$ cat src/rtl/dedup_pkg.sv
// Shared definitions for the RemoveDuplicates result path: streamer FSM states,
// default array geometry and the index-width helper.
package dedup_pkg;

    localparam int unsigned DEF_NUM_ELEMENTS = 10;
    localparam int unsigned DEF_DATA_W       = 32;
    localparam int unsigned DEF_K_W          = 32;

    typedef enum logic [1:0] {
        IDLE   = 2'd0,
        STREAM = 2'd1,
        DONE   = 2'd2
    } dedup_state_t;

    // Width of an element index; never narrower than one bit.
    function automatic int unsigned idx_w(input int unsigned n);
        return (n > 1) ? $clog2(n) : 1;
    endfunction

endpackage

$ cat src/rtl/dedup_result_streamer_if.sv
// Valid/ready element stream produced by dedup_result_streamer.
interface dedup_result_streamer_if
    import dedup_pkg::*;
#(
    parameter int unsigned DATA_W = DEF_DATA_W,
    parameter int unsigned IDX_W  = idx_w(DEF_NUM_ELEMENTS)
);
    logic              out_valid;
    logic              out_ready;
    logic [DATA_W-1:0] out_data;
    logic [IDX_W-1:0]  out_index;
    logic              out_last;

    modport master (
        output out_valid,
        output out_data,
        output out_index,
        output out_last,
        input  out_ready
    );

    modport slave (
        input  out_valid,
        input  out_data,
        input  out_index,
        input  out_last,
        output out_ready
    );
endinterface

$ cat src/rtl/dedup_order_check.sv
// Tracks the previously emitted element and raises a sticky flag when the
// stream is not strictly ascending.
module dedup_order_check
    import dedup_pkg::*;
#(
    parameter int unsigned DATA_W = DEF_DATA_W
) (
    input  logic              clk,
    input  logic              rst,
    input  logic              clr,
    input  logic              upd,
    input  logic [DATA_W-1:0] data,
    output logic              err_order
);
    logic [DATA_W-1:0] prev_q;
    logic              have_prev_q;

    always_ff @(posedge clk or negedge rst) begin
        if (!rst) begin
            prev_q      <= '0;
            have_prev_q <= 1'b0;
            err_order   <= 1'b0;
        end else if (clr) begin
            have_prev_q <= 1'b0;
            err_order   <= 1'b0;
        end else if (upd) begin
            // First beat of a stream has nothing to compare against.
            if (have_prev_q && (data <= prev_q)) begin
                err_order <= 1'b1;
            end
            prev_q      <= data;
            have_prev_q <= 1'b1;
        end
    end

endmodule

$ cat src/rtl/dedup_result_streamer.sv
// Snapshots the RemoveDuplicates result (array + count k) on start and drains
// k elements onto a valid/ready stream, flagging bad k and non-ascending data.
module dedup_result_streamer
    import dedup_pkg::*;
#(
    parameter int unsigned NUM_ELEMENTS = DEF_NUM_ELEMENTS,
    parameter int unsigned DATA_W       = DEF_DATA_W,
    parameter int unsigned K_W          = DEF_K_W
) (
    input  logic                           clk,
    input  logic                           rst,
    input  logic                           start,
    input  logic [NUM_ELEMENTS*DATA_W-1:0] nums_in,
    input  logic [K_W-1:0]                 k_in,
    output logic                           busy,
    dedup_result_streamer_if.master        strm,
    output logic                           done,
    output logic                           err_k,
    output logic                           err_order
);
    localparam int unsigned IDX_W = idx_w(NUM_ELEMENTS);
    localparam int unsigned KC_W  = $clog2(NUM_ELEMENTS + 1);

    dedup_state_t      state_q;
    logic [DATA_W-1:0] nums_arr [NUM_ELEMENTS];
    logic [DATA_W-1:0] snap_q   [NUM_ELEMENTS];

    logic              out_valid_q;
    logic [DATA_W-1:0] out_data_q;
    logic [IDX_W-1:0]  out_index_q;
    logic              out_last_q;
    logic [IDX_W-1:0]  last_idx_q;

    logic              k_over;
    logic [KC_W-1:0]   k_eff;
    logic              accept_start;
    logic              xfer;
    logic [IDX_W-1:0]  next_idx;

    always_comb begin
        for (int unsigned i = 0; i < NUM_ELEMENTS; i++) begin
            nums_arr[i] = nums_in[i*DATA_W +: DATA_W];
        end
    end

    // k is judged at full input width before being clamped to the array depth.
    assign k_over       = k_in > K_W'(NUM_ELEMENTS);
    assign k_eff        = k_over ? KC_W'(NUM_ELEMENTS) : KC_W'(k_in);
    assign accept_start = (state_q == IDLE) && start;
    assign xfer         = out_valid_q && strm.out_ready;
    assign next_idx     = out_index_q + 1'b1;

    always_ff @(posedge clk) begin
        if (accept_start) begin
            snap_q <= nums_arr;
        end
    end

    always_ff @(posedge clk or negedge rst) begin
        if (!rst) begin
            state_q     <= IDLE;
            busy        <= 1'b0;
            done        <= 1'b0;
            err_k       <= 1'b0;
            out_valid_q <= 1'b0;
            out_data_q  <= '0;
            out_index_q <= '0;
            out_last_q  <= 1'b0;
            last_idx_q  <= '0;
        end else begin
            case (state_q)
                IDLE: begin
                    done <= 1'b0;
                    if (start) begin
                        busy        <= 1'b1;
                        err_k       <= k_over;
                        out_index_q <= '0;
                        last_idx_q  <= IDX_W'(k_eff - KC_W'(1));
                        if (k_eff == '0) begin
                            state_q <= DONE;
                            done    <= 1'b1;
                        end else begin
                            // First beat comes straight from the inputs; the snapshot
                            // is written on this same edge.
                            state_q     <= STREAM;
                            out_valid_q <= 1'b1;
                            out_data_q  <= nums_arr[0];
                            out_last_q  <= (k_eff == KC_W'(1));
                        end
                    end
                end
                STREAM: begin
                    if (xfer) begin
                        if (out_last_q) begin
                            state_q     <= DONE;
                            out_valid_q <= 1'b0;
                            out_last_q  <= 1'b0;
                            done        <= 1'b1;
                        end else begin
                            out_index_q <= next_idx;
                            out_data_q  <= snap_q[next_idx];
                            out_last_q  <= (next_idx == last_idx_q);
                        end
                    end
                end
                DONE: begin
                    state_q <= IDLE;
                    done    <= 1'b0;
                    busy    <= 1'b0;
                end
                default: begin
                    state_q <= IDLE;
                end
            endcase
        end
    end

    assign strm.out_valid = out_valid_q;
    assign strm.out_data  = out_data_q;
    assign strm.out_index = out_index_q;
    assign strm.out_last  = out_last_q;

    dedup_order_check #(
        .DATA_W(DATA_W)
    ) u_order_check (
        .clk       (clk),
        .rst       (rst),
        .clr       (accept_start),
        .upd       (xfer),
        .data      (out_data_q),
        .err_order (err_order)
    );

endmodule
$ cat src/flat_wrapper.sv
// flat-port wrapper written by rule: the top's interface ports become plain ports
module dedup_result_streamer_flat import dedup_pkg::*;
#(
    parameter int unsigned NUM_ELEMENTS = DEF_NUM_ELEMENTS,
    parameter int unsigned DATA_W       = DEF_DATA_W,
    parameter int unsigned K_W          = DEF_K_W
)
  (clk, rst, start, nums_in, k_in, busy, done, err_k, err_order, strm_out_valid, strm_out_data, strm_out_index, strm_out_last, strm_out_ready);
  dedup_result_streamer_if #(.DATA_W(DATA_W)) strm_i ();
  input  logic clk;
  input  logic rst;
  input  logic start;
  input  logic [NUM_ELEMENTS*DATA_W-1:0] nums_in;
  input  logic [K_W-1:0] k_in;
  output logic busy;
  output logic done;
  output logic err_k;
  output logic err_order;
  output wire logic [$bits(strm_i.out_valid)-1:0] strm_out_valid;
  output wire logic [$bits(strm_i.out_data)-1:0] strm_out_data;
  output wire logic [$bits(strm_i.out_index)-1:0] strm_out_index;
  output wire logic [$bits(strm_i.out_last)-1:0] strm_out_last;
  input wire logic [$bits(strm_i.out_ready)-1:0] strm_out_ready;
  assign strm_out_valid = strm_i.out_valid;
  assign strm_out_data = strm_i.out_data;
  assign strm_out_index = strm_i.out_index;
  assign strm_out_last = strm_i.out_last;
  assign strm_i.out_ready = strm_out_ready;
  dedup_result_streamer #(.NUM_ELEMENTS(NUM_ELEMENTS), .DATA_W(DATA_W), .K_W(K_W)) u_core (.clk(clk), .rst(rst), .start(start), .nums_in(nums_in), .k_in(k_in), .busy(busy), .strm(strm_i), .done(done), .err_k(err_k), .err_order(err_order));
endmodule
$ cat config.mk
export PLATFORM = sky130hd
export DESIGN_NAME = dedup_result_streamer_flat
export DESIGN_NICKNAME = d
export VERILOG_FILES = /design/src/rtl/dedup_pkg.sv /design/src/rtl/dedup_result_streamer_if.sv /design/src/rtl/dedup_order_check.sv /design/src/rtl/dedup_result_streamer.sv /design/src/flat_wrapper.sv
export SDC_FILE = /design/constraint.sdc
export NUM_CORES = 1
export LEC_CHECK = 0
export BUFFER_PORTS_ARGS = -buffer_cell sky130_fd_sc_hd__clkbuf_2
export CORE_MARGIN = 2
export CORE_UTILIZATION = 50
export DETAILED_ROUTE_END_ITERATION = 8
export PLACE_DENSITY = 0.8
export SLEW_MARGIN = 20
export SYNTH_ARGS = -nofsm -noshare
export SYNTH_HDL_FRONTEND = slang
export SYNTH_SLANG_ARGS = --single-unit
$ cat constraint.sdc
create_clock -name clk -period 6.3 [get_ports clk]
set_input_delay 0 -clock clk [delete_from_list [all_inputs] [get_ports clk]]
set_output_delay 0 -clock clk [all_outputs]
set_load 0.01 [all_outputs]
==> results of run 1 <==
[state kept, by name, summed over array words and instances (netlist names)]
register                          cells
u_core.busy                           1
u_core.done                           1
u_core.err_k                          1
u_core.last_idx_q                     4
u_core.snap_q                       320
u_core.state_q                        2
u_core.strm.out_data                 32
u_core.strm.out_index                 4
u_core.strm.out_last                  1
u_core.strm.out_valid                 1
u_core.u_order_check.err_order        1
u_core.u_order_check.have_prev_q      1
u_core.u_order_check.prev_q          32
[cells by family after synthesis]
group           count (synthesis)  share of synthesized area, %
compound gates                153                         5.553
buf+inv                       101                         2.795
xor+xnor                        8                        0.4140
mux                           130                         13.30
simple gates                  231                         6.211
flops                         401                         68.77
fa+ha+maj                      40                         2.958
[final cells by class]
| type | count | share of cell area (%) |
|---|---|---|
| clock inverter | 19 | 0.7624 |
| inverter | 43 | 0.7001 |
| antenna | 4 | 0.04149 |
| multi-input combinational | 562 | 20.31 |
| timing repair buffer | 738 | 22.54 |
| tap | 448 | 2.323 |
| clock buffer | 57 | 5.067 |
| sequential | 401 | 48.25 |
[how the worst min path moves through the flow]
| stage | from | end | slack, ps | cells after the start |
|---|---|---|---|---|
| 3_3_place_gp | rst | u_core.busy$_DFFE_PN0P_ | -120 | 1 |
| 2_1_floorplan | rst | u_core.busy$_DFFE_PN0P_ | -300 | 0 |
| 4_1_cts | k_in[24] | u_core.last_idx_q[3]$_DFFE_PN0P_ | 3 | 5 |
| 6_report | k_in[24] | u_core.last_idx_q[3]$_DFFE_PN0P_ | 20 | 5 |
| 5_1_grt | k_in[17] | u_core.last_idx_q[3]$_DFFE_PN0P_ | 60 | 5 |
| 3_5_place_dp | rst | u_core.busy$_DFFE_PN0P_ | -120 | 1 |
[power by group]
group          switching, mW  internal (mW)  total [mW]  leakage [nW]
Sequential             0.427           3.67        4.09          3.98
Combinational           1.73           1.47        3.20          4.92
Clock                   1.09           1.49        2.58         0.676
Total                   3.25           6.63        9.88          9.57
[per-stage QoR]
stage	util, %	worst slack [ps]	power (mW)	cell area (sq um)
3_3_place_gp	57.73	2850	6.860	19310
6_report	72.13	2677	9.880	24130
5_1_grt	72.12	2451	10.29	24120
4_1_cts	71.81	2677	9.673	24020
2_1_floorplan	-	982.0	6.104	16920
3_5_place_dp	57.73	2678	6.998	19310
[layout by cell type, fill, tap and decap left out, types with 4 or more instances in the layout]
cell type,instances
nor2_1,70
nand3_1,7
diode_2,4
nor4_1,38
nand4_1,8
buf_4,8
clkbuf_2,396
nand2_1,85
mux4_2,64
xnor2_1,4
mux2i_1,34
dlygate4sd3_1,330
nor3_1,6
inv_1,42
dfrtp_1,80
a211oi_1,33
a21oi_1,49
mux2_4,29
ha_1,38
clkbuf_16,46
edfxtp_1,320
clkinv_1,7
clkbuf_1,8
o21ai_0,44
[critical path, cell delays in order (launching register included)]
cell and delay (ps):
dfrtp_1 450, inv_1 110, ha_1 390, nand2_1 390, inv_8 440, buf_16 430, buf_4 910
[Yosys cell counts, drive strengths merged]
master	instances	share of area (%)
a2111o	2	0.13
a211o	2	0.10
a211oi	34	1.5
a21o	2	0.089
a21oi	50	1.5
a22o	1	0.052
a22oi	3	0.13
a2bb2oi	2	0.10
a311oi	2	0.10
a31oi	4	0.18
a32o	1	0.059
and2	1	0.037
and4	2	0.10
buf	29	1.2
clkbuf	29	0.64
dfrtp	81	12
edfxtp	320	57
ha	40	3.0
inv	43	0.95
mux2	32	2.8
mux2i	34	2.0
mux4	64	8.5
nand2	86	1.9
nand2b	4	0.15
nand3	7	0.21
nand4	8	0.30
nand4b	1	0.052
nor2	71	1.6
nor2b	3	0.11
nor3	6	0.18
nor3b	1	0.044
nor4	39	1.5
o2111ai	1	0.052
o211ai	1	0.044
o21ai	45	1.3
o21bai	1	0.044
o2bb2ai	1	0.052
o32ai	1	0.052
or3	2	0.074
xnor2	4	0.21
xor2	4	0.21
[layer usage]
layer  up-vias  GRT usage (%)  part of all wire, %
met5         -              0                    0
met4         0          17.14                  6.2
met3       212          5.559                  7.5
met2       872          55.10                   51
met1      6362          36.20                   35
li1       5552              -                    -
[what timing repair did]
| item | 4_1_cts | 5_1_grt |
|---|---|---|
| endpoints found under the hold margin | 433 | 0 |
| endpoints found under the setup margin | 0 | 0 |
| hold buffers | 330 | 0 |
==> flow_metrics.env, run 1 <==
export IMPL_period_needed_ps=3623
export IMPL_setup_viol=0
export IMPL_cts_sinks=401
export IMPL_timing_max_cap_violations=0
export IMPL_syn_inst=1064
export IMPL_syn_avg_cell_area_sq_um=15.90
export IMPL_grt_max_degree=157
export IMPL_crit_end="u_core.snap_q[47]$_DFFE_PP_"
export IMPL_ff2ff_path_depth=6
export IMPL_holdWs_ps=15.92
export IMPL_fin_crit_sh_pct=57.51
export IMPL_antenna_found_initial=3
export IMPL_die_area_sq_um=35330
export IMPL_yosysWarnings=0
export IMPL_fin_worst_skew_ps=24.27
export IMPL_netlist_area_sq_um=16920
export IMPL_critPathMaxFanout=105
export IMPL_wl_um=55510
export IMPL_n_fill_cell=1974
export IMPL_end_kind="flip-flop"
export IMPL_vias_per_cell=5.721
export IMPL_finalNonFillerCells=2272
export IMPL_regToRegSetupSlack_ps=2680
export IMPL_r2r_end="u_core.snap_q[47]$_DFFE_PP_"
export IMPL_crit_start="u_core.state_q[0]$_DFFE_PN0P_"
export IMPL_htreeDepth=2
export IMPL_cts_resized=0
export IMPL_area_growth_pct=42.58
export IMPL_start_util_pct=50.59
export IMPL_insertion_delay_ps=560
export IMPL_grtUsageTotal_pct=31.21
export IMPL_grt_pass1_wl_um=81810
export IMPL_clk_pin_slew_ps=60
export IMPL_drv_slew=0
export IMPL_die_w_um=188.0
export IMPL_fin_tns_setup_ps=0
export IMPL_postCtsSetupBuffers=0
export IMPL_synth_cell_types=50
export IMPL_outcome="completed"
export IMPL_drc_errors=0
export IMPL_io_buffers=397
export IMPL_cts_made_buffers=42
export IMPL_start_kind="flip-flop"
export IMPL_coreArea_sq_um=33450
export IMPL_rows=67
export IMPL_ff_latch_area_sq_um=11640
export IMPL_nets=2184
export IMPL_cp_data_required_time_ps=6460
export IMPL_clk_path_buf_depth=3
export IMPL_dpl_hpwl_um=28550
export IMPL_slew_headroom_pct=20.87
export IMPL_grt_pass1_vias=14078
export IMPL_placed_cells=1859
export IMPL_ant_nets=0
export IMPL_peakVddDrop_v=0.0003141
export IMPL_drt_initial_drc_count=1184
export IMPL_syn_nets=1460
export IMPL_io_pins=398
export IMPL_rr_startpoint="u_core.state_q[0]$_DFFE_PN0P_"
export IMPL_ys_seq_elements=401
export IMPL_max_clock_freq_mhz=276.0
export IMPL_seq_area_frac_synth_pct=68.77
export IMPL_cts_root_buf="clkbuf_16"
export IMPL_die_height_um=188.0
export IMPL_tightestPinTransition_ps=1184
export IMPL_crit_arrival_ps=3780
export IMPL_multi_input_area_sq_um=4901
export IMPL_dr_total_vias=12998
export IMPL_wl_per_cell_um=24.43
export IMPL_p_leak_nw=9.574
export IMPL_power_density_nw_per_um2=409.5
export IMPL_hold_class="input pin to flip-flop"
export IMPL_drive_gt1_share_pct=31.81
export IMPL_drtPass1Iterations=5
export IMPL_crit_type="flip-flop to flip-flop"
export IMPL_rsz0062_at_grt="no"
export IMPL_overflow=0
export IMPL_place_gp_congestion=0.8402
export IMPL_cts_tree="done"
export IMPL_hold_viol_final=0
No activity file was read; power rests on OpenSTA's default activity.
==> inputs of run 2 (changes only) <==
Settings changed: ABC_AREA set to 1.
Clock period 6.3 ns to 3.55 ns, I/O delays scaled along.
==> flow_metrics.env, run 2 <==
export IMPL_outcome="completed"
export IMPL_place_gp_congestion=0.8895
export IMPL_stdcell_area_sq_um=24620
export IMPL_syn_avg_cell_area_sq_um=10.52
export IMPL_ff_latch_area_sq_um=11640
export IMPL_clk_pin_slew_ps=60
export IMPL_synthTopCellsByCount="nor2_1, edfxtp_1, nand2_1"
export IMPL_wl_um=64130
export IMPL_synth_top_area_cell="edfxtp_1"
export IMPL_grt_max_degree=175
export IMPL_end_kind="flip-flop"
export IMPL_largest_reg_flops=320
export IMPL_multi_input_area_sq_um=5219
export IMPL_fin_crit_sh_pct=87.91
export IMPL_syn_inst=1674
export IMPL_die_area_sq_um=36730
export IMPL_hold_class="input pin to flip-flop"
export IMPL_crit_type="input pin to flip-flop"
export IMPL_cts_tree="done"
export IMPL_power_density_nw_per_um2=405.9
export IMPL_cp_data_required_time_ps=4030
export IMPL_fin_worst_skew_ps=10.67
export IMPL_dpl_hpwl_um=37060
export IMPL_cts_made_buffers=42
export IMPL_synth_main_ff_cell="edfxtp_1"
export IMPL_synth_edf_count=320
export IMPL_finalPower_mw=9.994
export IMPL_rsz0062_at_grt="no"
export IMPL_cts_root_buf="clkbuf_16"
export IMPL_grt_pass1_vias=16407
export IMPL_die_w_um=191.7
export IMPL_final_common_cell="clkbuf_2"
export IMPL_peakVddDrop_v=0.0004545
export IMPL_yosysMostFrequentCell="nor2_1"
export IMPL_hold_viol_final=0
export IMPL_synth_area_top_cells="edfxtp_1, dfrtp_1, nor2_1"
export IMPL_coreArea_sq_um=34630
export IMPL_crit_arrival_ps=3600
export IMPL_cts_sinks=401
export IMPL_io_buffers=397
export IMPL_io_pins=398
export IMPL_layout_common_cells="clkbuf_2, nor2_1, dlygate4sd3_1"
export IMPL_drive_gt1_share_pct=20.64
export IMPL_critPathMaxFanout=5
export IMPL_antenna_found_initial=5
export IMPL_period_needed_ps=3121
export IMPL_placed_area_sq_um=19950
export IMPL_die_height_um=191.7
export IMPL_grt_pass1_wl_um=94450
export IMPL_drt_initial_drc_count=1869
export IMPL_vias_per_cell=5.729
export IMPL_drc_errors=0
export IMPL_p_leak_nw=10.75
export IMPL_drv_slew=0
export IMPL_seq_area_frac_synth_pct=66.09
export IMPL_rows=68
export IMPL_wl_per_cell_um=22.39
export IMPL_synth_top_area_share_pct=54.58
export IMPL_synth_cell_types=38
export IMPL_grtUsageTotal_pct=34.90
export IMPL_timing_max_cap_violations=0
export IMPL_overflow=0
export IMPL_setup_viol=0
export IMPL_yosysWarnings=0
export IMPL_htreeDepth=2
export IMPL_n_fill_cell=2229
export IMPL_dr_total_vias=16408
export IMPL_start_util_pct=50.85
export IMPL_clk_path_buf_depth=3
export IMPL_regMostFlops="u_core.snap_q"
export IMPL_postSynth_asyncResetShare_pct=20.20
export IMPL_max_clock_freq_mhz=320.4
export IMPL_syn_nets=2070
export IMPL_nets=2766
export IMPL_tightestPinTransition_ps=1019
export IMPL_start_kind="input pin"
export IMPL_postCtsSetupBuffers=0
export IMPL_ant_nets=0
export IMPL_netlist_area_sq_um=17610
export IMPL_drtPass1Iterations=8
export IMPL_ys_seq_elements=401
export IMPL_insertion_delay_ps=550
export IMPL_area_growth_pct=39.82
export IMPL_slew_headroom_pct=31.93
[run 2: changes by cell type after synthesis, sizes merged, moves of 34 or more]
| cell | before | now |
|---|---|---|
| nand2 | 86 | 251 |
| mux2i | 34 | 0 |
| buf | 29 | 64 |
| o21ai | 45 | 127 |
| nor2 | 71 | 393 |
| inv | 43 | 79 |
| nand3 | 7 | 166 |
| mux4 | 64 | 0 |
| nor4 | 39 | 1 |
[run 2: stage by stage]
| step | TNS (ps) | util [%] | instances | worst slack [ps] | hold slack, ps |
|---|---|---|---|---|---|
| finish | 0 | 71.09 | 2864 | 429.3 | 75.95 |
| floorplan | -758570 | - | 1674 | -2353 | -295.6 |
| global route | 0 | 71.07 | 2861 | 287.4 | 126.8 |
| detailed placement | 0 | 57.60 | 2449 | 733.0 | 178.6 |
| global placement | 0 | 57.60 | 2449 | 814.9 | 176.5 |
| CTS | 0 | 71.03 | 2858 | 689.7 | 89.62 |
[run 2: worst paths after layout]
kind | slack [ps] | start | endpoint | depth (start not counted)
max | 430 | k_in[2] | u_core.done$_DFFE_PN0P_ | 14
min | 80 | k_in[5] | u_core.err_k$_DFFE_PN0P_ | 6
max reg2reg | 740 | u_core.strm.out_index[0]$_DFFE_PN0P_ | u_core.strm.out_data[7]$_DFFE_PN0P_ | 8
min reg2reg | 520 | u_core.strm.out_valid$_DFFE_PN0P_ | u_core.strm.out_valid$_DFFE_PN0P_ | 2
max in group asynchronous | 2900 | rst | u_core.strm.out_index[0]$_DFFE_PN0P_ | 2
min in group asynchronous | 90 | rst | u_core.u_order_check.prev_q[2]$_DFFE_PN0P_ | 2
[run 2: logic make-up (layout without fill, tap and decap cells)]
logic type      count (synthesis)  after routing  synth area share, %
simple gates                  822            822                19.12
flops                         401            401                66.09
compound gates                233            233                7.028
buf+inv                       173            902                4.584
fa+ha+maj                      40             40                2.843
xor+xnor                        5              5               0.3341
other cells                     0              6                    0
[run 2: worst max-delay path: stages]
cell	delay, ps
dlygate4sd3_1	530
clkbuf_2	140
inv_2	100
nand2_1	60
nand2_1	60
nand3_1	150
nor2_1	290
nand2_1	100
nor2_1	170
dlygate4sd3_1	570
nand3_1	60
dlygate4sd3_1	580
a21oi_1	190
dlygate4sd3_1	590
[run 2: power breakdown]
| part | total (mW) | internal (mW) | switching (mW) | leakage, nW |
|---|---|---|---|---|
| sequential | 5.08 | 5.08 | 0 | 3.82 |
| combinational | 0.584 | 0.376 | 0.207 | 6.29 |
| clock | 4.33 | 2.47 | 1.87 | 0.638 |
| total | 9.99 | 7.92 | 2.07 | 10.7 |
[run 2: cell type report]
type,count,share of cell area [%]
diodes,6,0.06099
clock inverters,20,0.6302
clock buffers,57,4.757
multi-input cells,1100,21.20
well taps,455,2.312
repair buffers,746,22.52
flip-flops and latches,401,47.28
inverters,79,1.240
[run 2: repair_timing]
action                                 4_1_cts  5_1_grt
hold buffers                               332        0
resized for setup                            0        0
endpoints found under the hold margin      445        0
[run 2: layer usage]
metal  up-vias  routed length [um]  track usage [%]
li1       7116                   -                -
met1      7679               22070            41.62
met2      1323               30470            57.33
met3       288                6728            6.943
met4         2                4856            23.82
met5         -                  12                0
==> inputs of run 3 (changes only) <==
Settings changed: SYNTH_HIERARCHICAL set to 1.
==> flow_metrics.env, run 3 <==
export IMPL_wl_per_cell_um=22.87
export IMPL_ff2ff_path_depth=13
export IMPL_seqPwrFrac_pct=40.4
export IMPL_synth_cell_types=40
export IMPL_combPwrFrac_pct=34.8
export IMPL_nets=2583
export IMPL_grt_pass1_vias=15793
export IMPL_die_area_sq_um=35680
export IMPL_hold_class="input pin to async pin"
export IMPL_path_delay_family="buffers and inverters"
export IMPL_pre_cts_ws_ps=897.3
export IMPL_syn_nets=1874
export IMPL_synth_main_ff_cell="edfxtp_1"
export IMPL_io_buffers=397
export IMPL_setup_viol=0
export IMPL_cts_made_buffers=41
export IMPL_worst_path_buf_inv=6
export IMPL_die_w_um=188.9
export IMPL_rsz0062_at_grt="no"
export IMPL_p_sw_share_pct=37.95
export IMPL_start_kind="flip-flop"
export IMPL_vias_per_cell=5.756
export IMPL_p_leak_nw=10.27
export IMPL_overflow=0
export IMPL_power_density_nw_per_um2=741.1
export IMPL_grt_max_degree=179
export IMPL_regMostFlops="u_core/snap_q"
export IMPL_ys_seq_elements=401
export IMPL_cp_data_required_time_ps=4020
export IMPL_drc_errors=0
export IMPL_fin_worst_skew_ps=38.17
export IMPL_area_growth_pct=41.80
export IMPL_crit_cells=13
export IMPL_period_needed_ps=2739
export IMPL_layout_common_cells="clkbuf_2, dlygate4sd3_1, edfxtp_1"
export IMPL_critical_path_max_stage_delay_ps=510
export IMPL_placed_cells=2265
export IMPL_crit_type="flip-flop to flip-flop"
export IMPL_dr_total_vias=15433
export IMPL_power_switching_mw=6.815
export IMPL_netlist_area_sq_um=17090
export IMPL_max_clock_freq_mhz=365.1
export IMPL_start_util_pct=50.84
export IMPL_critPathMaxFanout=24
export IMPL_dpl_hpwl_um=33830
export IMPL_hold_viol_final=0
export IMPL_yosysMostFrequentCell="edfxtp_1"
export IMPL_grt_pass1_wl_um=91810
export IMPL_synth_area_top_cells="edfxtp_1, dfrtp_1, nand2_1"
export IMPL_cts_resized=0
export IMPL_antenna_found_initial=11
export IMPL_coreArea_sq_um=33620
export IMPL_synth_top_area_share_pct=56.23
export IMPL_seq_area_frac_synth_pct=68.09
export IMPL_postCtsSetupBuffers=0
export IMPL_syn_avg_cell_area_sq_um=11.56
export IMPL_synthTopCellsByCount="edfxtp_1, nand2_1, nor2_1"
export IMPL_cts_root_buf="clkbuf_16"
export IMPL_yosysWarnings=6
export IMPL_drtPass1Iterations=6
export IMPL_syn_inst=1479
export IMPL_outcome="completed"
export IMPL_cp_slowest_cell="ha_1"
export IMPL_io_pins=398
export IMPL_drv_slew=0
export IMPL_rows=67
export IMPL_setup_ws_ps=811.2
export IMPL_clock_power_share_pct=24.8
export IMPL_largest_reg_flops=320
export IMPL_timing_max_cap_violations=0
export IMPL_internal_power_mw=11.14
export IMPL_synth_top_area_cell="edfxtp_1"
export IMPL_crit_chain="inv_2 > ha_1 > inv_4 > nor2_1 > inv_1 > nand2_1 > inv_2 > nand3_2 > inv_2 > nand2_2 > buf_4 > nand2_1 > nand2_1"
export IMPL_final_common_cell="clkbuf_2"
export IMPL_drive_gt1_share_pct=24.27
export IMPL_finalNonFillerCells=2681
export IMPL_cts_sinks=401
export IMPL_wl_um=61330
export IMPL_htreeDepth=2
export IMPL_end_kind="flip-flop"
export IMPL_insertion_delay_ps=570
export IMPL_synth_edf_count=320
export IMPL_tightestPinTransition_ps=1014
export IMPL_clk_pin_slew_ps=60
export IMPL_clk_path_buf_depth=3
export IMPL_ant_nets=0
export IMPL_cts_tree="done"
export IMPL_place_gp_congestion=0.8683
export IMPL_peakVddDrop_v=0.0005438
export IMPL_die_height_um=188.9
export IMPL_crit_arrival_ps=3210
export IMPL_drt_initial_drc_count=2030
export IMPL_grtUsageTotal_pct=34.24
export IMPL_slew_headroom_pct=32.42
export IMPL_postSynth_asyncResetShare_pct=20.20
export IMPL_fin_crit_sh_pct=77.15
run 3: cell types whose count changed after synthesis, sizes merged, moves of 8 or more:
cell / change
clkbuf: +10
o21ai: +30
nand3: -118
a22oi: +21
a21oi: -35
o221ai: +46
mux2i: +8
nand2: +28
nor2: -154
buf: -29
run 3: path summary, 6_finish.rpt:
| path | startpoint | endpoint | slack (ps) |
|---|---|---|---|
| min in group clk | k_in[1] | u_core/last_idx_q[1]$_DFFE_PN0P_ | 70 |
| hold / removal | rst | u_core/u_order_check/prev_q[9]$_DFFE_PN0P_ | 50 |
| max in group asynchronous | rst | u_core/u_order_check/prev_q[1]$_DFFE_PN0P_ | 2600 |
| hold reg to reg | u_core/u_order_check/err_order$_DFFE_PN0P_ | u_core/u_order_check/err_order$_DFFE_PN0P_ | 510 |
| setup / recovery | u_core/state_q[1]$_DFFE_PN0P_ | u_core/strm.out_data[10]$_DFFE_PN0P_ | 810 |
| setup reg to reg | u_core/state_q[1]$_DFFE_PN0P_ | u_core/strm.out_data[10]$_DFFE_PN0P_ | 810 |
run 3: worst register-to-register path: stages (launching register included):
cell     delay (ps)
dfrtp_1         400
inv_2           100
ha_1            520
inv_4           240
nor2_1          190
inv_1            50
nand2_1         110
inv_2            70
nand3_2          90
inv_2            50
nand2_2         250
buf_4           360
nand2_1         140
nand2_1         110
run 3: power by group through the flow:
stage                     logic (mW)  registers (mW)  clock network, mW
after floorplan                 3.90            7.22                  0
after global placement          5.43            7.20                  0
after detailed placement        5.63            7.23                  0
after CTS                       5.96            7.14               4.37
after global routing            6.85            7.33               4.65
final                           6.25            7.25               4.46
run 3: through the flow:
| stage | power, mW | hold slack (ps) | utilization (%) | area (sq um) | setup TNS, ps |
|---|---|---|---|---|---|
| after floorplan | 11.12 | -295.6 | - | 17250 | -850740 |
| after global placement | 12.63 | 79.33 | 58.22 | 19570 | 0 |
| after detailed placement | 12.86 | 82.61 | 58.22 | 19570 | 0 |
| after CTS | 17.47 | 51.82 | 72.00 | 24200 | 0 |
| after global routing | 18.82 | 107.0 | 72.07 | 24230 | 0 |
| final | 17.96 | 49.36 | 72.09 | 24230 | 0 |
run 3: layout make-up:
type | count | area, sq um
Antenna cell | 12 | 30.03
Clock buffer | 53 | 1134
Clock inverter | 23 | 216.5
Fill cell | 2007 | 9383
Inverter | 83 | 320.3
Multi-Input combinational cell | 920 | 4877
Sequential cell | 401 | 11640
Tap cell | 448 | 560.5
Timing Repair Buffer | 741 | 5455
run 3: cell families (layout without fill, tap and decap cells):
| family | count (synthesis) | in the layout | synth area share [%] |
|---|---|---|---|
| other | 0 | 12 | 0 |
| adders and majority gates | 39 | 39 | 2.855 |
| AOI/OAI and AO/OA | 296 | 296 | 10.65 |
| and+or+nand+nor | 572 | 572 | 13.39 |
| xor gates and xnor gates | 5 | 5 | 0.4759 |
| buffers and inverters | 158 | 900 | 4.071 |
| muxes | 8 | 8 | 0.4686 |
| DFF | 401 | 401 | 68.09 |
run 3: what timing repair did:
item,4_1_cts,5_1_grt
setup endpoints to repair,0,0
hold endpoints to repair,410,0
hold buffers,328,0
run 3: per-layer routing:
layer	part of all wire, %	vias up	track usage (%)
li1	-	6627	-
met1	34	7204	40.71
met2	48	1277	56.38
met3	11	321	8.341
met4	7.3	4	21.30
met5	0.039	-	0
